==> src/rtl/iob_fifo_stream_reader.sv <==
// Read-side controller for iob_sync_fifo: drains the FIFO into a 2-entry buffer
// and presents the words on a valid/ready stream, for both FIFO read latencies.
module iob_fifo_stream_reader #(
  parameter int DATA_WIDTH = 8,
  parameter int USE_RAM    = 0,
  parameter int CNT_W      = 16
) (
  input  logic                  clk,
  input  logic                  rst,
  input  logic                  clr,
  input  logic                  fifo_empty,
  input  logic [DATA_WIDTH-1:0] fifo_data,
  output logic                  fifo_read_en,
  output logic                  m_valid,
  input  logic                  m_ready,
  output logic [DATA_WIDTH-1:0] m_data,
  output logic [CNT_W-1:0]      xfer_cnt
);

  logic [1:0]            buf_cnt_q, buf_cnt_d;
  logic                  inflight_q, inflight_d;
  logic [DATA_WIDTH-1:0] head_q, head_d;
  logic [DATA_WIDTH-1:0] tail_q, tail_d;
  logic [CNT_W-1:0]      cnt_q, cnt_d;
  logic                  pop;
  logic                  capture;
  logic [2:0]            occupancy;

  assign pop       = (buf_cnt_q != 2'd0) & m_ready;
  assign occupancy = {1'b0, buf_cnt_q} + {2'b00, inflight_q};

  // Words already buffered or on their way must leave room for the next read,
  // counting the slot freed by a transfer happening this same cycle.
  assign fifo_read_en = rst & ~clr & ~fifo_empty & (occupancy < (3'd2 + {2'b00, pop}));

  assign capture = (USE_RAM != 0) ? inflight_q : fifo_read_en;

  always_comb begin
    buf_cnt_d  = buf_cnt_q;
    head_d     = head_q;
    tail_d     = tail_q;
    inflight_d = (USE_RAM != 0) & fifo_read_en;
    cnt_d      = pop ? cnt_q + CNT_W'(1) : cnt_q;
    if (clr) begin
      buf_cnt_d = 2'd0;
    end else begin
      case ({pop, capture})
        2'b10: begin
          head_d    = tail_q;
          buf_cnt_d = buf_cnt_q - 2'd1;
        end
        2'b01: begin
          if (buf_cnt_q == 2'd0) begin
            head_d = fifo_data;
          end else begin
            tail_d = fifo_data;
          end
          buf_cnt_d = buf_cnt_q + 2'd1;
        end
        2'b11: begin
          // With a single buffered word the incoming word replaces it as head.
          if (buf_cnt_q == 2'd1) begin
            head_d = fifo_data;
          end else begin
            head_d = tail_q;
            tail_d = fifo_data;
          end
        end
        default: begin
        end
      endcase
    end
  end

  always_ff @(posedge clk or negedge rst) begin
    if (!rst) begin
      buf_cnt_q  <= 2'd0;
      inflight_q <= 1'b0;
      head_q     <= '0;
      tail_q     <= '0;
      cnt_q      <= '0;
    end else begin
      buf_cnt_q  <= buf_cnt_d;
      inflight_q <= inflight_d;
      head_q     <= head_d;
      tail_q     <= tail_d;
      cnt_q      <= cnt_d;
    end
  end

  assign m_valid  = (buf_cnt_q != 2'd0);
  assign m_data   = head_q;
  assign xfer_cnt = cnt_q;

endmodule
==> config.mk <==
export PLATFORM = sky130hd
export DESIGN_NAME = iob_fifo_stream_reader
export DESIGN_NICKNAME = d
export VERILOG_FILES = /design/src/rtl/iob_fifo_stream_reader.sv
export SDC_FILE = /design/constraint.sdc
export NUM_CORES = 1
export LEC_CHECK = 0
export CAP_MARGIN = 5
export CORE_ASPECT_RATIO = 2
export CORE_UTILIZATION = 40
export DETAILED_ROUTE_END_ITERATION = 10
export DONT_BUFFER_PORTS = 1
export GPL_ROUTABILITY_DRIVEN = 0
export GPL_TIMING_DRIVEN = 0
export PLACE_DENSITY_LB_ADDON = 0.05
export SYNTH_ARGS = -nofsm -noshare
export SYNTH_HDL_FRONTEND = slang
export SYNTH_SLANG_ARGS = --single-unit
==> constraint.sdc <==
create_clock -name clk -period 5.6 [get_ports clk]
set_clock_uncertainty 0.15 [all_clocks]
set_input_delay 1.12 -clock clk [delete_from_list [all_inputs] [get_ports clk]]
set_output_delay 1.12 -clock clk [all_outputs]
set_load 0.02 [all_outputs]
==> results of run 1 <==
## area by class of cell
type,instances,area [um^2],share of cell area
plain buffers,3,13.76,0.007914
clock buffers,6,82.58,0.04748
clock inverters,2,12.51,0.007194
inverters,4,15.01,0.008633
multi-input cells,94,700.7,0.4029
flip-flops and latches,34,850.8,0.4892
well taps,51,63.81,0.03669
## power by group
group / total, uW / switching, uW / leakage (uW) / internal (uW)
registers: 455 / 128 / 0.000431 / 327
clock network: 188 / 89.0 / 0.0000472 / 98.8
logic: 208 / 107 / 0.000278 / 101
## worst max-delay path by stage
stage	end
6_report	fifo_read_en
5_1_grt	fifo_read_en
2_1_floorplan	fifo_read_en
4_1_cts	fifo_read_en
3_5_place_dp	fifo_read_en
3_3_place_gp	fifo_read_en
## registers in the layout, indices dropped and copies added (netlist names)
signal	cells
buf_cnt_q	2
xfer_cnt	16
tail_q	8
m_data	8
## metrics by stage
stage                     total power (uW)  cell area, um^2  setup WS, ns
after floorplan                      617.3             1580         2.544
after CTS                            864.3             1739         2.374
after detailed placement             672.3             1644         2.380
after global placement               655.9             1644         2.409
final                                850.8             1739         2.369
after global routing                 906.3             1739         2.245
## routing by layer
metal	global-route usage	share of wire	wire length, um	up-vias
li1	-	-	-	487
met1	0.1930	0.37	1153	504
met2	0.2720	0.56	1754	33
met3	0.05800	0.058	181	5
met4	0.09069	0.017	52	0
met5	0	0	0	-
## cell usage after synthesis
master	instances
and3_1	3
nand4b_1	1
nor4_1	2
clkbuf_1	1
xnor2_1	10
buf_2	2
nand3_1	4
nor3b_1	2
a21o_1	1
nor2_1	14
mux2_2	9
o21a_1	1
nand2_1	7
or3b_4	1
a21oi_2	1
o21ai_0	1
or4bb_1	1
o221a_2	1
mux2i_1	8
a21oi_1	9
nor3_1	3
nand2b_1	1
nand3b_1	1
ha_1	3
inv_1	4
a221oi_1	1
a211oi_1	2
dfrtp_1	34
xor2_1	6
a2111oi_4	1
## cells by family (layout without fill, tap and decap cells)
group | Yosys count | in the layout
flops | 34 | 34
fa+ha+maj | 3 | 3
simple gates | 40 | 40
mux | 17 | 17
buf+inv | 7 | 15
compound gates | 18 | 18
xor+xnor | 16 | 16
==> results.json, run 1 <==
{
  "ctsHoldBuffers": 0,
  "clock_sink_count": 34,
  "clk_latency_ns": 0.28,
  "path_buf_inv": 0,
  "ys_seq_area_frac": 0.5384,
  "drv_slew": 0,
  "synth_seq_cells": 34,
  "critPathMaxFanout": 37,
  "rsz0062_at_grt": "false",
  "yosys.area_share.adder": 0.02375,
  "die_width_um": 46.45,
  "cts_root_buf": "clkbuf_8",
  "syn_inst": 135,
  "hold_viol": 0,
  "cp.arrival_ns": 1.96,
  "wl_um": 3141,
  "initial_core_util": 0.4155,
  "synthMuxAreaShare": 0.1148,
  "synth_compound_area_frac": 0.08630,
  "viasPerCell": 5.304,
  "cts_buffer_depth": 2,
  "grt_pass1_wl_um": 5202,
  "syn_to_final_growth_pct": 10.06,
  "drive_gt1_frac": 0.1608,
  "critPathCaptureType": "output pin",
  "min_from": "tail_q[7]",
  "r2r_cells": 6,
  "synth_top_family_by_area": "simple AND/OR/NAND/NOR gates",
  "synth_top_area_frac": 0.5384,
  "yosys.area.top_type": "dfrtp_1",
  "io_buffers": 0,
  "cp_slowest_cell": "nor3b_1",
  "crit_cells": 2,
  "max_stage_delay_ns": 0.50,
  "final_cell_mix": "dfrtp_1 (34), nor2_1 (14), xnor2_1 (10)",
  "drtPass1Iterations": 4,
  "fin_crit_ns": 3.231,
  "crit_type": "in2out",
  "required_ns": 4.33,
  "cts_resized": 0,
  "whs_path_depth": 1,
  "tightest_slew_ns": 0.7553,
  "final_common_cell": "dfrtp_1",
  "r2r-end": "xfer_cnt[13]",
  "h-tree-depth": 2,
  "drt-wirelength-per-cell_um": 16.19,
  "drt_iter0_markers": 19,
  "min_path_type": "reg2reg",
  "finalSetupViolCount": 0,
  "yosys-top-cells-area": "dfrtp_1 (54%), mux2_2 (6.4%), xnor2_1 (5.5%)",
  "antenna_found_initial": 0,
  "synth_simple_gate_area_share": 0.1298,
  "cts_buffers": 5,
  "r2r-start": "buf_cnt_q[0]",
  "syn_avg_cell_area_um2": 11.71,
  "vdd_drop_max_v": 0.0003179,
  "detail-route-antenna-nets": 0,
  "cts_tree": "done",
  "hpwl_um": 2348,
  "n_fill_cell": 376,
  "dp.cells": 186,
  "synth_warnings": 0,
  "synthDistinctLibCells": 30,
  "synth.cell_area_um2": 1580,
  "rrSetupSlack_ns": 3.08,
  "status": "completed",
  "fin_tns_setup_ns": 0,
  "nets": 158,
  "powerDensity_nw_per_um2": 489.2,
  "fin_cells": 194,
  "timing.fmax_mhz": 309.5,
  "holdWs_ns": 0.3633,
  "slew_headroom": 0.4918,
  "cp-startpoint": "rst",
  "finalCritPeriodShare": 0.5769,
  "ios": 39,
  "max_cap_viol_count": 0,
  "row_count": 32,
  "startpoint_type": "primary input",
  "synth_xor_area_frac": 0.08868,
  "postCtsSetupRepairBufs": 0,
  "grt.total_usage": 0.1725,
  "drc": 0,
  "core_area_um2": 3804,
  "whs_endpoint": "tail_q[7]",
  "diodes": 0,
  "final_util": 0.4572,
  "critPathTopFamily": "simple AND/OR/NAND/NOR gates",
  "vias": 1029,
  "crit_chain": "nor3b_1, o21a_1",
  "clk_pin_slew_ns": 0.07,
  "grt_max_degree": 38,
  "p_leak_uw": 0.0007561,
  "grt_overflow": 0,
  "dieArea_um2": 4221,
  "dieHeight_um": 90.89,
  "grt_pass1_vias": 1119,
  "syn_nets": 151
}
Note: power is estimated with default switching activity, not from simulation.
==> run 2, diff against run 1 <==
- clock period: 5.6 -> 3.15 ns (I/O delays scaled with it)
==> run 2 against run 1 <==
Sequential share of layout area fell by 0.56 points. Cell count rose by 0.52%. Largest power group unchanged. Worst hold slack got worse by 0.34 ns. Count of clock-buffer cells in the layout did not move. Combinational power rose by 83%. Setup slack got worse by 1.8 ns. Via count rose by 2.1%. Critical path depth rose by 4. Highest routed layer unchanged. Design area rose by 1.2%. Utilization rose by 0.53 points.
==> results.json, run 2 (synthesis gave the netlist of run 1 again) <==
{
  "antenna_found_initial": 0,
  "vias": 1051,
  "final_util": 0.4625,
  "row_count": 32,
  "hpwl_um": 2348,
  "timing.fmax_mhz": 391.7,
  "vdd_drop_max_v": 0.0005653,
  "cp.arrival_ns": 2.56,
  "ios": 39,
  "cts_root_buf": "clkbuf_8",
  "drt_iter0_markers": 15,
  "n_fill_cell": 376,
  "initial_core_util": 0.4155,
  "clk_pin_slew_ns": 0.07,
  "hold_viol": 0,
  "io_buffers": 0,
  "register_area_um2": 850.8,
  "p_comb_frac": 0.250,
  "crit_type": "reg2reg",
  "grt_max_degree": 35,
  "p_int_uw": 939.4,
  "final_cell_mix": "dfrtp_1 (34), nor2_1 (14), xnor2_1 (10)",
  "drc": 0,
  "clk_latency_ns": 0.28,
  "core_area_um2": 3804,
  "clkPwrFrac": 0.219,
  "final_common_cell": "dfrtp_1",
  "nets": 159,
  "finalCritPeriodShare": 0.8105,
  "cts_tree": "done",
  "holdWs_ns": 0.02703,
  "critPathCaptureType": "register",
  "dieHeight_um": 90.89,
  "grt_pass1_wl_um": 5313,
  "fin_crit_ns": 2.553,
  "drt-wirelength-per-cell_um": 16.65,
  "status": "completed",
  "detail-route-antenna-nets": 0,
  "largest_reg_flops": 16,
  "netSwitchingFraction": 0.3839,
  "multi_input_area_um2": 700.7,
  "fin_tns_setup_ns": 0,
  "clock_sink_count": 34,
  "min_path_type": "in2async",
  "required_ns": 3.16,
  "p_leak_uw": 0.0007655,
  "postCtsSetupRepairBufs": 0,
  "cts_buffer_depth": 2,
  "grt_pass1_vias": 1129,
  "dp.cells": 186,
  "slew_headroom": 0.4899,
  "diodes": 0,
  "drive_gt1_frac": 0.1667,
  "powerDensity_nw_per_um2": 866.8,
  "drtPass1Iterations": 4,
  "grt_overflow": 0,
  "finalSetupViolCount": 0,
  "fin_cells": 195,
  "grt.total_usage": 0.1759,
  "power_switching_uw": 585.5,
  "startpoint_type": "register",
  "dieArea_um2": 4221,
  "cts_buffers": 5,
  "viasPerCell": 5.390,
  "tightest_slew_ns": 0.7582,
  "wl_um": 3246,
  "cts_resized": 0,
  "h-tree-depth": 2,
  "die_width_um": 46.45,
  "critPathMaxFanout": 7,
  "power_frac_seq": 0.531,
  "syn_to_final_growth_pct": 11.32,
  "max_cap_viol_count": 0,
  "rsz0062_at_grt": "false",
  "drv_slew": 0
}
==> run 2: timing repair <==
item / CTS / global route
endpoints found under the setup margin: 0 / 0
endpoints found under the hold margin: 34 / 0
hold buffers: 1 / 0
==> run 2: layer usage <==
metal,GRT usage,wire (um),up-vias
met5,0,0,-
met4,0.09559,72,0
met3,0.05600,192,7
met2,0.2894,1825,37
met1,0.1839,1155,518
li1,-,-,489
==> run 2: path summary, 6_finish.rpt <==
check | start | end | slack, ns | cells past startpoint
setup / recovery | buf_cnt_q[0] | xfer_cnt[13] | 0.60 | 6
hold / removal | rst | tail_q[6] | 0.03 | 1
setup reg to reg | buf_cnt_q[0] | xfer_cnt[13] | 0.60 | 6
hold reg to reg | tail_q[7] | tail_q[7] | 0.37 | 1
max in group asynchronous | rst | buf_cnt_q[1] | 2.65 | 1
min in group clk | clr | buf_cnt_q[1] | 0.26 | 1
==> run 2: final cells by class <==
type | instances | area share
buffer | 3 | 0.007824
clock buffer | 6 | 0.04694
clock inverter | 2 | 0.007112
inverter | 4 | 0.008535
multi-input combinational | 94 | 0.3983
sequential | 34 | 0.4836
tap | 51 | 0.03627
timing repair buffer | 1 | 0.01138
==> run 2: critical path: stages (launching register included) <==
cell and delay [ns]:
dfrtp_1 0.48, inv_1 0.09, ha_1 0.30, nand4b_1 0.30
nor4_1 0.72, nand3_1 0.21, xnor2_1 0.18
==> run 2: per-stage QoR <==
| step | power (uW) | cell area [um^2] | setup slack, ns |
|---|---|---|---|
| 2_1_floorplan | 1097 | 1580 | 0.9310 |
| 3_3_place_gp | 1166 | 1644 | 0.6270 |
| 3_5_place_dp | 1195 | 1644 | 0.5891 |
| 4_1_cts | 1548 | 1759 | 0.5634 |
| 5_1_grt | 1624 | 1759 | 0.3752 |
| 6_report | 1525 | 1759 | 0.5970 |
==> run 2: power by group through the flow <==
stage / clock, uW / combinational (uW) / sequential [uW]
4_1_cts: 348 / 390 / 810
3_5_place_dp: 0 / 378 / 818
6_report: 334 / 381 / 809
3_3_place_gp: 0 / 357 / 809
2_1_floorplan: 0 / 315 / 783
5_1_grt: 367 / 432 / 825
==> run 3, diff against run 2 <==
- clock period: 3.15 -> 2.4 ns (I/O delays scaled with it)
==> run 3 against run 2 <==
First-iteration DRC count shrank 6.7%. Global-route usage rose by 0.34 points. Clock power up 31%. Combinational power is 38% higher. Die area unchanged. Power is 33% higher. Highest routed layer unchanged.
==> results.json, run 3 (synthesis gave the netlist of run 1 again) <==
{
  "ios": 39,
  "nets": 160,
  "max_cap_viol_count": 0,
  "total_power_uw": 2026,
  "hold_viol": 0,
  "io_buffers": 0,
  "cts_root_buf": "clkbuf_8",
  "syn_to_final_growth_pct": 14.17,
  "timing.fmax_mhz": 442.9,
  "critPathMaxFanout": 7,
  "p_leak_uw": 0.0007888,
  "die_width_um": 46.45,
  "fin_cells": 196,
  "crit_type": "reg2out",
  "r2r_cells": 7,
  "diodes": 0,
  "status": "completed",
  "clk_latency_ns": 0.28,
  "dieHeight_um": 90.89,
  "critPathCaptureType": "output pin",
  "grt_max_degree": 35,
  "clock_sink_count": 34,
  "final_cell_mix": "dfrtp_1 (34), nor2_1 (14), xnor2_1 (10)",
  "finalSetupViolCount": 0,
  "cts_buffers": 5,
  "cts_tree": "done",
  "fin_crit_ns": 2.258,
  "vias": 1046,
  "drc": 0,
  "initial_core_util": 0.4155,
  "rsz0062_at_grt": "false",
  "drt_iter0_markers": 14,
  "grt_pass1_wl_um": 5395,
  "slew_headroom": 0.5306,
  "wl_met2_um": 1786,
  "core_area_um2": 3804,
  "drive_gt1_frac": 0.2000,
  "antenna_found_initial": 0,
  "finalCritPeriodShare": 0.9408,
  "wl_met3_um": 195,
  "grt_pass1_vias": 1156,
  "met1_length_um": 1106,
  "powerDensity_nw_per_um2": 1123,
  "vdd_drop_max_v": 0.0007399,
  "n_fill_cell": 372,
  "largest_reg_flops": 16,
  "detail-route-antenna-nets": 0,
  "clk_pin_slew_ns": 0.07,
  "hpwl_um": 2348,
  "whs_path_depth": 1,
  "holdWs_ns": 0.1095,
  "drtPass1Iterations": 4,
  "min_path_type": "in2reg",
  "cp.arrival_ns": 1.63,
  "grt.total_usage": 0.1794,
  "row_count": 32,
  "required_ns": 1.77,
  "grt_overflow": 0,
  "cts_buffer_depth": 2,
  "h-tree-depth": 2,
  "viasPerCell": 5.337,
  "wl_um": 3231,
  "tightest_slew_ns": 0.7041,
  "final_common_cell": "dfrtp_1",
  "top_layer_used": "met4",
  "dp.cells": 186,
  "startpoint_type": "register",
  "drv_slew": 0,
  "dieArea_um2": 4221,
  "drt-wirelength-per-cell_um": 16.48
}
run 3: repair_timing:
item                                   4_1_cts  5_1_grt
setup endpoints to repair                   12       12
cloned                                       0        0
pin swaps                                    0        1
setup buffers                                0        1
hold buffers                                 2        0
resized for setup                            3        5
endpoints found under the hold margin       34        0
run 3: per-layer routing:
| metal | vias up | GRT usage |
|---|---|---|
| met1 | 515 | 0.1865 |
| met3 | 10 | 0.06200 |
| met4 | 0 | 0.1152 |
| li1 | 489 | - |
| met5 | - | 0 |
| met2 | 32 | 0.2847 |
run 3: worst paths after layout:
check | startpoint | to | slack, ns
max | buf_cnt_q[0] | fifo_read_en | 0.14
min | clr | buf_cnt_q[1] | 0.11
min reg2reg | tail_q[4] | tail_q[4] | 0.36
min in group asynchronous | rst | xfer_cnt[15] | 0.49
max reg2reg | buf_cnt_q[1] | m_data[4] | 0.21
max in group asynchronous | rst | tail_q[0] | 1.43
run 3: critical path: stages, from the launching register on:
cell	delay, ns
dfrtp_1	0.47
inv_1	0.09
ha_2	0.25
nor3b_1	0.29
o21a_2	0.24
run 3: area by class of cell:
class / instances / area [um^2] / area share
clock buffer: 6 / 82.58 / 0.04577
tap: 51 / 63.81 / 0.03537
clock inverter: 2 / 12.51 / 0.006935
inverter: 4 / 15.01 / 0.008322
buffer: 2 / 12.51 / 0.006935
multi-input combinational: 94 / 729.5 / 0.4043
timing repair buffer: 3 / 37.54 / 0.02080
sequential: 34 / 850.8 / 0.4716
run 3: power breakdown:
| group | internal [uW] | switching, uW |
|---|---|---|
| registers | 763 | 299 |
| logic | 256 | 270 |
| clock network | 230 | 208 |
run 3: per-stage QoR:
step	utilization	instance area, um^2	setup TNS [ns]	setup slack [ns]
floorplan	-	1580	0	0.2626
global placement	0.4322	1644	-0.7677	-0.1230
detailed placement	0.4322	1644	-1.093	-0.1609
CTS	0.4684	1782	0	0.009861
global route	0.4743	1804	0	0.007024
finish	0.4743	1804	0	0.1421
